$ cat src/rtl/servo_pkg.sv
// -----------------------------------------------------------------------------
// servo_pkg
// Shared constants for the servo axis driver:
//   - direction encodings produced by the joystick decoder
//   - step-ramp thresholds and multipliers (used only when SERVO_RAMP_EN is
//     defined at build time)
// -----------------------------------------------------------------------------
package servo_pkg;

  // Direction codes from the joystick decoder. 2'b11 is not produced by a
  // healthy decoder and is treated as hold.
  localparam logic [1:0] DIR_HOLD = 2'b00;
  localparam logic [1:0] DIR_DEC  = 2'b01;
  localparam logic [1:0] DIR_INC  = 2'b10;

  // Step ramp: the run counter tracks consecutive same-direction updates.
  localparam int         RUN_W          = 4;
  localparam logic [3:0] RUN_MAX        = 4'd15;
  localparam logic [3:0] RAMP_MID_RUN   = 4'd4;  // run >= 4 -> 2x step
  localparam logic [3:0] RAMP_HIGH_RUN  = 4'd8;  // run >= 8 -> 4x step
  localparam int         RAMP_MID_MULT  = 2;
  localparam int         RAMP_HIGH_MULT = 4;

endpackage

$ cat src/rtl/pwm_frame_timer.sv
// -----------------------------------------------------------------------------
// pwm_frame_timer
// Free-running PWM frame counter, 0 .. PWM_PERIOD_CYC-1, wrapping to 0.
//
// Ports:
//   CLK          system clock
//   RST          synchronous, active-high reset
//   frame_cnt    current position inside the frame
//   frame_start  combinational: frame_cnt == 0
//   frame_wrap   combinational: frame_cnt == PWM_PERIOD_CYC-1 (last cycle)
//   frame_tick   registered one-cycle pulse, the cycle after frame_cnt == 0
// -----------------------------------------------------------------------------
module pwm_frame_timer #(
  parameter int PWM_PERIOD_CYC = 2_000_000,
  parameter int CW             = $clog2(PWM_PERIOD_CYC + 1)
) (
  input  logic          CLK,
  input  logic          RST,
  output logic [CW-1:0] frame_cnt,
  output logic          frame_start,
  output logic          frame_wrap,
  output logic          frame_tick
);

  localparam logic [CW-1:0] LAST_CNT = CW'(PWM_PERIOD_CYC - 1);

  assign frame_start = (frame_cnt == '0);
  assign frame_wrap  = (frame_cnt == LAST_CNT);

  // NOTE: clocked state uses non-blocking assignments so every register
  // samples the pre-edge values, independent of statement order.
  always_ff @(posedge CLK) begin
    if (RST) begin
      frame_cnt  <= '0;
      frame_tick <= 1'b0;
    end else begin
      frame_cnt  <= frame_wrap ? '0 : frame_cnt + CW'(1);
      frame_tick <= frame_start;
    end
  end

endmodule

$ cat src/rtl/servo_axis_driver.sv
// -----------------------------------------------------------------------------
// servo_axis_driver
// Integrates one axis of the joystick decoder's direction code into a
// saturating servo position and drives a hobby-servo PWM from it. The position
// only changes on the last cycle of a frame, and the pulse width is latched at
// the start of each frame, so every pulse is whole and glitch-free.
//
// Build option:
//   SERVO_RAMP_EN  when defined, consecutive same-direction updates grow the
//                  step (1x for run 0-3, 2x for run 4-7, 4x for run >= 8).
//
// Ports:
//   CLK         system clock
//   RST         synchronous, active-high reset
//   direction   decoder code: 01 dec, 10 inc, 00/11 hold
//   enable      0 freezes the position; PWM keeps running
//   pwm_out     servo control pulse (registered)
//   position    current pulse width in clocks
//   frame_tick  one-cycle pulse on the first cycle of each frame
//   at_min      position == MIN_PULSE_CYC (registered, one cycle behind)
//   at_max      position == MAX_PULSE_CYC (registered, one cycle behind)
// -----------------------------------------------------------------------------
module servo_axis_driver
  import servo_pkg::*;
#(
  parameter  int PWM_PERIOD_CYC    = 2_000_000,
  parameter  int MIN_PULSE_CYC     = 100_000,
  parameter  int MAX_PULSE_CYC     = 200_000,
  parameter  int CENTER_PULSE_CYC  = 150_000,
  parameter  int STEP_CYC          = 1_000,
  parameter  int FRAMES_PER_UPDATE = 2,
  localparam int PW                = $clog2(PWM_PERIOD_CYC + 1)
) (
  input  logic          CLK,
  input  logic          RST,
  input  logic [1:0]    direction,
  input  logic          enable,
  output logic          pwm_out,
  output logic [PW-1:0] position,
  output logic          frame_tick,
  output logic          at_min,
  output logic          at_max
);

  // One extra bit so position + step can never wrap before saturation.
  localparam int AW = PW + 1;

  localparam logic [PW-1:0] MIN_POS    = PW'(MIN_PULSE_CYC);
  localparam logic [PW-1:0] MAX_POS    = PW'(MAX_PULSE_CYC);
  localparam logic [PW-1:0] CENTER_POS = PW'(CENTER_PULSE_CYC);
  localparam logic [AW-1:0] MIN_EXT    = AW'(MIN_PULSE_CYC);
  localparam logic [AW-1:0] MAX_EXT    = AW'(MAX_PULSE_CYC);
  localparam logic [AW-1:0] STEP_X1    = AW'(STEP_CYC);

  localparam int            UW       = (FRAMES_PER_UPDATE > 1) ? $clog2(FRAMES_PER_UPDATE) : 1;
  localparam logic [UW-1:0] UPD_LAST = UW'(FRAMES_PER_UPDATE - 1);

  // ---------------------------------------------------------------------------
  // Frame timing
  // ---------------------------------------------------------------------------
  logic [PW-1:0] frame_cnt;
  logic          frame_start;
  logic          frame_wrap;

  pwm_frame_timer #(
    .PWM_PERIOD_CYC (PWM_PERIOD_CYC),
    .CW             (PW)
  ) u_timer (
    .CLK         (CLK),
    .RST         (RST),
    .frame_cnt   (frame_cnt),
    .frame_start (frame_start),
    .frame_wrap  (frame_wrap),
    .frame_tick  (frame_tick)
  );

  // ---------------------------------------------------------------------------
  // Update scheduling: one update every FRAMES_PER_UPDATE frame wraps.
  // ---------------------------------------------------------------------------
  logic [UW-1:0] upd_cnt;
  logic          update_now;

  assign update_now = frame_wrap && (upd_cnt == UPD_LAST);

  always_ff @(posedge CLK) begin
    if (RST) begin
      upd_cnt <= '0;
    end else if (frame_wrap) begin
      upd_cnt <= (upd_cnt == UPD_LAST) ? '0 : upd_cnt + UW'(1);
    end
  end

  // ---------------------------------------------------------------------------
  // Step size
  // ---------------------------------------------------------------------------
  logic [AW-1:0] step_ext;

`ifdef SERVO_RAMP_EN
  localparam logic [AW-1:0] STEP_X2 = AW'(STEP_CYC * RAMP_MID_MULT);
  localparam logic [AW-1:0] STEP_X4 = AW'(STEP_CYC * RAMP_HIGH_MULT);

  logic [RUN_W-1:0] run_q;
  logic [RUN_W-1:0] run_next;
  logic [1:0]       last_dir_q;
  logic [1:0]       last_dir_next;
  logic             moving;

  assign moving = enable && ((direction == DIR_INC) || (direction == DIR_DEC));

  // The step for an update is chosen from the run length *including* that
  // update, so the fifth same-direction update is the first doubled one.
  always_comb begin
    run_next      = run_q;
    last_dir_next = last_dir_q;
    if (update_now) begin
      if (!moving) begin
        run_next      = '0;
        last_dir_next = DIR_HOLD;
      end else if (direction == last_dir_q) begin
        run_next      = (run_q == RUN_MAX) ? run_q : run_q + RUN_W'(1);
        last_dir_next = direction;
      end else begin
        run_next      = '0;
        last_dir_next = direction;
      end
    end

    if (run_next >= RAMP_HIGH_RUN) begin
      step_ext = STEP_X4;
    end else if (run_next >= RAMP_MID_RUN) begin
      step_ext = STEP_X2;
    end else begin
      step_ext = STEP_X1;
    end
  end

  always_ff @(posedge CLK) begin
    if (RST) begin
      run_q      <= '0;
      last_dir_q <= DIR_HOLD;
    end else begin
      run_q      <= run_next;
      last_dir_q <= last_dir_next;
    end
  end
`else
  assign step_ext = STEP_X1;
`endif

  // ---------------------------------------------------------------------------
  // Position integration with saturation
  // ---------------------------------------------------------------------------
  logic [PW-1:0] pos_next;
  logic [AW-1:0] pos_ext;
  logic [AW-1:0] sum_ext;

  // NOTE: every signal assigned here gets a default first; a path that leaves
  // one unassigned would infer a latch.
  always_comb begin
    pos_next = position;
    pos_ext  = {1'b0, position};
    sum_ext  = pos_ext + step_ext;
    if (update_now && enable) begin
      case (direction)
        DIR_INC: pos_next = (sum_ext > MAX_EXT) ? MAX_POS : sum_ext[PW-1:0];
        // Compare before subtracting so the unsigned result never wraps.
        DIR_DEC: pos_next = (pos_ext < MIN_EXT + step_ext) ? MIN_POS
                                                           : PW'(pos_ext - step_ext);
        default: pos_next = position;
      endcase
    end
  end

  // ---------------------------------------------------------------------------
  // Position, latched width, PWM and limit flags
  // ---------------------------------------------------------------------------
  logic [PW-1:0] pulse_q;

  // pulse_q takes the new position on the frame's first cycle; that cycle's
  // pwm_out still compares against the old width, but both are >= 1 so the
  // pulse is high either way and the high time equals the new width.
  always_ff @(posedge CLK) begin
    if (RST) begin
      position <= CENTER_POS;
      pulse_q  <= CENTER_POS;
      pwm_out  <= 1'b0;
      at_min   <= 1'b0;
      at_max   <= 1'b0;
    end else begin
      position <= pos_next;
      if (frame_start) begin
        pulse_q <= position;
      end
      pwm_out <= (frame_cnt < pulse_q);
      at_min  <= (position == MIN_POS);
      at_max  <= (position == MAX_POS);
    end
  end

endmodule

$ cat config.mk
export PLATFORM = sky130hd
export DESIGN_NAME = servo_axis_driver
export DESIGN_NICKNAME = d
export VERILOG_FILES = /design/src/rtl/servo_pkg.sv /design/src/rtl/pwm_frame_timer.sv /design/src/rtl/servo_axis_driver.sv
export SDC_FILE = /design/constraint.sdc
export NUM_CORES = 1
export LEC_CHECK = 0
export BUFFER_PORTS_ARGS = -buffer_cell sky130_fd_sc_hd__buf_2
export CAP_MARGIN = 10
export CORE_MARGIN = 5
export CORE_UTILIZATION = 50
export CTS_BUF_LIST = sky130_fd_sc_hd__clkbuf_4
export DETAILED_ROUTE_END_ITERATION = 7
export GPL_ROUTABILITY_DRIVEN = 0
export PLACE_DENSITY_LB_ADDON = 0.15
export SYNTH_ARGS = -nofsm -noshare
export SYNTH_HDL_FRONTEND = slang
export SYNTH_SLANG_ARGS = --single-unit
$ cat constraint.sdc
create_clock -name CLK -period 2.8 [get_ports CLK]
set_input_delay 0.56 -clock CLK [delete_from_list [all_inputs] [get_ports CLK]]
set_output_delay 0.56 -clock CLK [all_outputs]
set_load 0.01 [all_outputs]
### Yosys cells after proc, flatten, opt, wreduce, memory -nomap -nowiden

Index checks and enable logic that the tools add are counted.

* equality and inequality tests: 5
* reductions and logical operators: 6
* $add $sub $neg: 4
* multiplexer cells: 4
* $lt $le $gt $ge: 3

Operators with widths (number)
* 21-bit 2-to-1 mux: 2
* 21-bit case mux with 2 select lines: 1
* 21-bit by 10-bit adder with 22-bit output, second input constant: 1
* 22-bit by 18-bit > comparator with 1-bit output, second input constant: 1
* 21-bit by 1-bit adder with 21-bit output, second input constant: 1
* 21-bit by 17-bit equality test with 1-bit output, second input constant: 1
* 21-bit by 18-bit equality test with 1-bit output, second input constant: 1
* 21-bit equality test, second input constant: 1
* 21-bit logical NOT: 1
* 21-bit by 17-bit less-than comparator with 1-bit output, second input constant: 1
* 21-bit less-than comparator: 1
* 21-bit by 10-bit subtractor with 21-bit output, second input constant: 1
* 2-bit by 1-bit equality test with 1-bit output, second input constant: 1
* 2-bit equality test, second input constant: 1
* 1-bit logical AND: 2
* 2-bit AND reduction: 1
* 2-bit nonzero test: 1
* 2-bit OR reduction: 1
* 1-bit adder, second input constant: 1
* 1-bit 2-to-1 mux: 1

* flip-flop bits (word level): 68
* word-level logic and storage cells: 30

### Depth between registers and ports, before layout

* depth after elaboration: 4
* gate-level depth with buffers: 12
* depth with buffers taken out: 10

### Hierarchy

Synthesis repeated with hierarchy kept, for this count alone.

* cells, all modules: 534
* area total of the unflattened synthesis: 4319.1 sq um

Modules (own cells, without submodules)
* servo_axis_driver: area each 3184.3 sq um, times used 1, cells each 403, sequential area each 800.8 sq um
* pwm_frame_timer: area each 1134.8 sq um, times used 1, cells each 131, sequential area each 440.4 sq um

### Worst setup path after synthesis

No wires, ideal clock.

* path kind: reg2reg
* start: reg position[3]
* end: reg position[7]
* required time: 2.678 ns
* setup slack: -0.030 ns
* arrival: 2.708 ns
* stages on the path, launching flop included: 11
* path through: dfxtp_1 > clkbuf_1 > inv_1 > ha_1 > or4b_1 > a31oi_1 > o311ai_1 > nand2_1 > o41ai_1 > nor3_1 > a221o_1

* cells in the longest elaborated chain, start to end: 4
* elaborated cells on any way between the ends: 7
* classes of those cells: add/sub: 2; order compare: 2; mux: 3

RTL lines
* start, declared: RTL line servo_axis_driver.sv:39 `output logic [PW-1:0] position,`
* start signal, assigned: RTL line servo_axis_driver.sv:190 `position <= pos_next;`
* 21-bit by 10-bit adder with 22-bit output: RTL line servo_axis_driver.sv:162 `sum_ext = pos_ext + step_ext;`
* 22-bit by 18-bit > comparator with 1-bit output: RTL line servo_axis_driver.sv:165 `DIR_INC: pos_next = (sum_ext > MAX_EXT) ? MAX_POS : sum_ext[PW-1:0];`
* 21-bit 2-to-1 mux: RTL line servo_axis_driver.sv:165
* 21-bit case mux with 2 select lines (*): RTL line servo_axis_driver.sv:164 `case (direction)`

Every way passes the cells marked *; elsewhere a longest branch is shown, timed or not.
A chain may end at the register's enable or synchronous reset.

### Final worst setup path

* start: reg position[3]
* end: reg position[13]

The elaborated chain is that of the path after synthesis.

==> results.ini <==
[grt]
grt_start_max_net_pins=32
grt_use_total_pct=22.16
grt_pass1_wl_um=18150
antenna_found_initial=0
overflow=0
grt_pass1_vias=3729

[power]
finalPower_mw=1.716
power_frac_seq_pct=52.9
p_comb_share_pct=8.7
power_switching_uw=472.3
clkPwrFrac_pct=38.4
internal_power_mw=1.244
p_sw_share_pct=27.53
p_leak_nw=1.924
power_density_nw_per_um2=373.8
worst_ir_drop_vdd_mv=0.2118

[clock_tree]
clk_latency_ps=410
cts.sinks=62
post-cts-setup-buffer-count=0
path_clk_slew_ps=120
clock_path_buffers=2
cts_tree=built
cts_made_buffers=9
root_buffer=clkbuf_4
h-tree-depth=3

[min_path]
holdCritStartpoint=u_timer.frame_cnt[0]$_SDFF_PP0_
worstHoldPathType=flip-flop to flip-flop

[route]
vias=4015
drc=0
firstDrtPassIters=5
wl_per_cell_um=16.44
drt-initial-drc-count=314
ant_nets=0
vias_per_cell=6.029
wl_um=10950

[timing]
fin_crit_ps=2638
tns_ps=0
fmax_mhz=379.1
slew_viol_final=0
finalWorstSetupSlack_ps=162.5
min_period_over_period_pct=94.20
setup-violations-final=0
worst_pin_slew_ps=572.9
finClkSkew_ps=14.79
rsz0062_at_grt=false
maxSlewHeadroom_pct=61.81
hold_viol=0

[floorplan]
die-area_um2=9978
die_w_um=99.89
row_count=32
die_h_um=99.89
core-area_um2=7807
start_util_pct=51.75
top_level_ports=30

[cells_and_area]
antenna_cells=0
final_util_pct=58.80
fin_nets=587
synthToLayoutAreaGrowth_pct=13.63
seqCellArea_um2=1245
multi_input_area_um2=2519
fillCellCount=730
drive_above_1_share_pct=17.55

[synthesis]
avgSynthCellArea_um2=7.799
postSynth.asyncResetShare_pct=0
synthCells=518
synth_area_um2=4040
synth-edff-count=0
ys_seq_area_share_pct=30.72
synth.distinct_cells=67
ys.flop_type=dfxtp_1
synth_seq_cells=62
yosys_warnings=0

[placement]
numPortBuffers=26
hpwlAfterDp_um=8017
dp_slack_ps=-34.70

[setup_path]
arrival_ps=2950
critical_path.reg2reg.startpoint=position[3]$_SDFFE_PP0P_
worst_ep_required_time_ps=3110
cp_max_fo=8
crit_path_end_kind=flip-flop
crit_path_start_kind=flip-flop
worst-setup-path-type=flip-flop to flip-flop
worstSetupStartpoint=position[3]$_SDFFE_PP0P_

[status]
outcome=complete, no violations

[job]
drv_cap=0

[cells in the final DEF (no fill, tap or decap), types with 12 or more instances in the layout]
| master | n |
|---|---|
| o21ai_0 | 24 |
| xor2_1 | 15 |
| buf_2 | 26 |
| ha_1 | 23 |
| a21oi_1 | 33 |
| nor3_1 | 17 |
| dfxtp_1 | 59 |
| nor2_1 | 60 |
| nand3_1 | 14 |
| buf_4 | 38 |
| nand2_1 | 45 |
| nand4_1 | 12 |
| inv_1 | 37 |
[worst max-delay path, cell delays in order, from the launching register on]
cell and delay, ps:
dfxtp_2 390, ha_1 220, or3_4 360, or3_1 390, a311oi_1 330, nor2_1 160, o21ai_2 300, a22oi_1 140
o211a_1 230
[cells in the mapped netlist, types with 3 or more instances]
| cell type | count | area, um2 |
|---|---|---|
| nor4_1 | 5 | 31.28 |
| nand4_1 | 12 | 75.07 |
| o211ai_1 | 9 | 67.56 |
| o31ai_1 | 4 | 30.03 |
| o41ai_1 | 3 | 26.28 |
| nand2_1 | 45 | 168.9 |
| xnor2_1 | 10 | 87.58 |
| nor2_1 | 60 | 225.2 |
| o311ai_0 | 3 | 26.28 |
| o21ai_0 | 24 | 120.1 |
| mux2i_1 | 5 | 50.05 |
| a211o_1 | 3 | 26.28 |
| o32ai_1 | 3 | 26.28 |
| nor3_1 | 17 | 85.08 |
| nand3_1 | 14 | 70.07 |
| and4_1 | 5 | 43.79 |
| o21a_1 | 4 | 30.03 |
| or4_1 | 5 | 37.54 |
| a211oi_1 | 8 | 60.06 |
| and3_1 | 10 | 62.56 |
| xor2_1 | 15 | 131.4 |
| a21oi_1 | 33 | 165.2 |
| dfxtp_1 | 62 | 1241 |
| or3_1 | 5 | 31.28 |
| a21o_1 | 7 | 52.55 |
| ha_1 | 23 | 287.8 |
| inv_1 | 37 | 138.9 |
| buf_4 | 4 | 30.03 |
| a31oi_1 | 3 | 18.77 |
| clkbuf_1 | 26 | 97.59 |
| and2_1 | 4 | 25.02 |
[sequential cells by signal (all words and copies together) (netlist names)]
register,cells
u_timer.frame_cnt,21
position,18
pulse_q,18
at_max,1
at_min,1
pwm_out,1
u_timer.frame_tick,1
upd_cnt,1
[final cells by class]
| class | count | area share (%) |
|---|---|---|
| Sequential cell | 62 | 27.12 |
| Tap cell | 102 | 2.780 |
| Clock buffer | 10 | 1.635 |
| Timing Repair Buffer | 64 | 9.049 |
| Inverter | 37 | 3.025 |
| Multi-Input combinational cell | 385 | 54.87 |
| Clock inverter | 6 | 1.526 |
[metal layers]
layer	track usage, %	vias to the layer above	part of all wire [%]
met5	0	-	0
li1	-	1947	-
met2	33.45	184	44
met1	31.09	1852	46
met3	4.031	32	7.9
met4	8.929	0	2.5
[what timing repair did]
item                       in CTS  in global routing
pin swaps                       0                  1
setup endpoints to repair       1                  6
hold buffers                    0                  0
resized for setup               1                  5
cloned                          0                  0
[final timing paths]
path                                                         to  slack, ps  cells after the start
worst min-delay path            u_timer.frame_cnt[0]$_SDFF_PP0_        480                      1
worst min register to register  u_timer.frame_cnt[0]$_SDFF_PP0_        480                      1
worst max register to register        position[13]$_SDFFE_PP0P_        160                      8
worst max-delay path                  position[13]$_SDFFE_PP0P_        160                      8
[through the flow]
step / instances / area (um2) / hold slack, ps
2_1_floorplan: 520 / 4055 / 430.0
3_3_place_gp: 650 / 4429 / 446.4
3_5_place_dp: 650 / 4429 / 459.1
4_1_cts: 666 / 4579 / 488.5
5_1_grt: 666 / 4591 / 521.1
6_report: 666 / 4591 / 482.5
[power by group through the flow]
stage               registers [mW]  clock network (mW)  logic (mW)
global placement             0.928                   0       0.144
finish                       0.908               0.660       0.149
detailed placement           0.928                   0       0.147
global route                 0.911               0.717       0.167
CTS                          0.908               0.675       0.149
floorplan                    0.928                   0       0.110
[kinds of logic after synthesis]
family,count (synthesis),share of synthesized area (%)
XOR/XNOR,25,5.420
flip-flops,62,30.72
AO/OA/AOI/OAI,135,24.44
multiplexers,5,1.239
AND/OR/NAND/NOR,194,23.35
adder cells (fa/ha/maj),23,7.123
other,1,0.09282
buffers and inverters,73,7.618
Note: power is estimated with default switching activity, not from simulation.
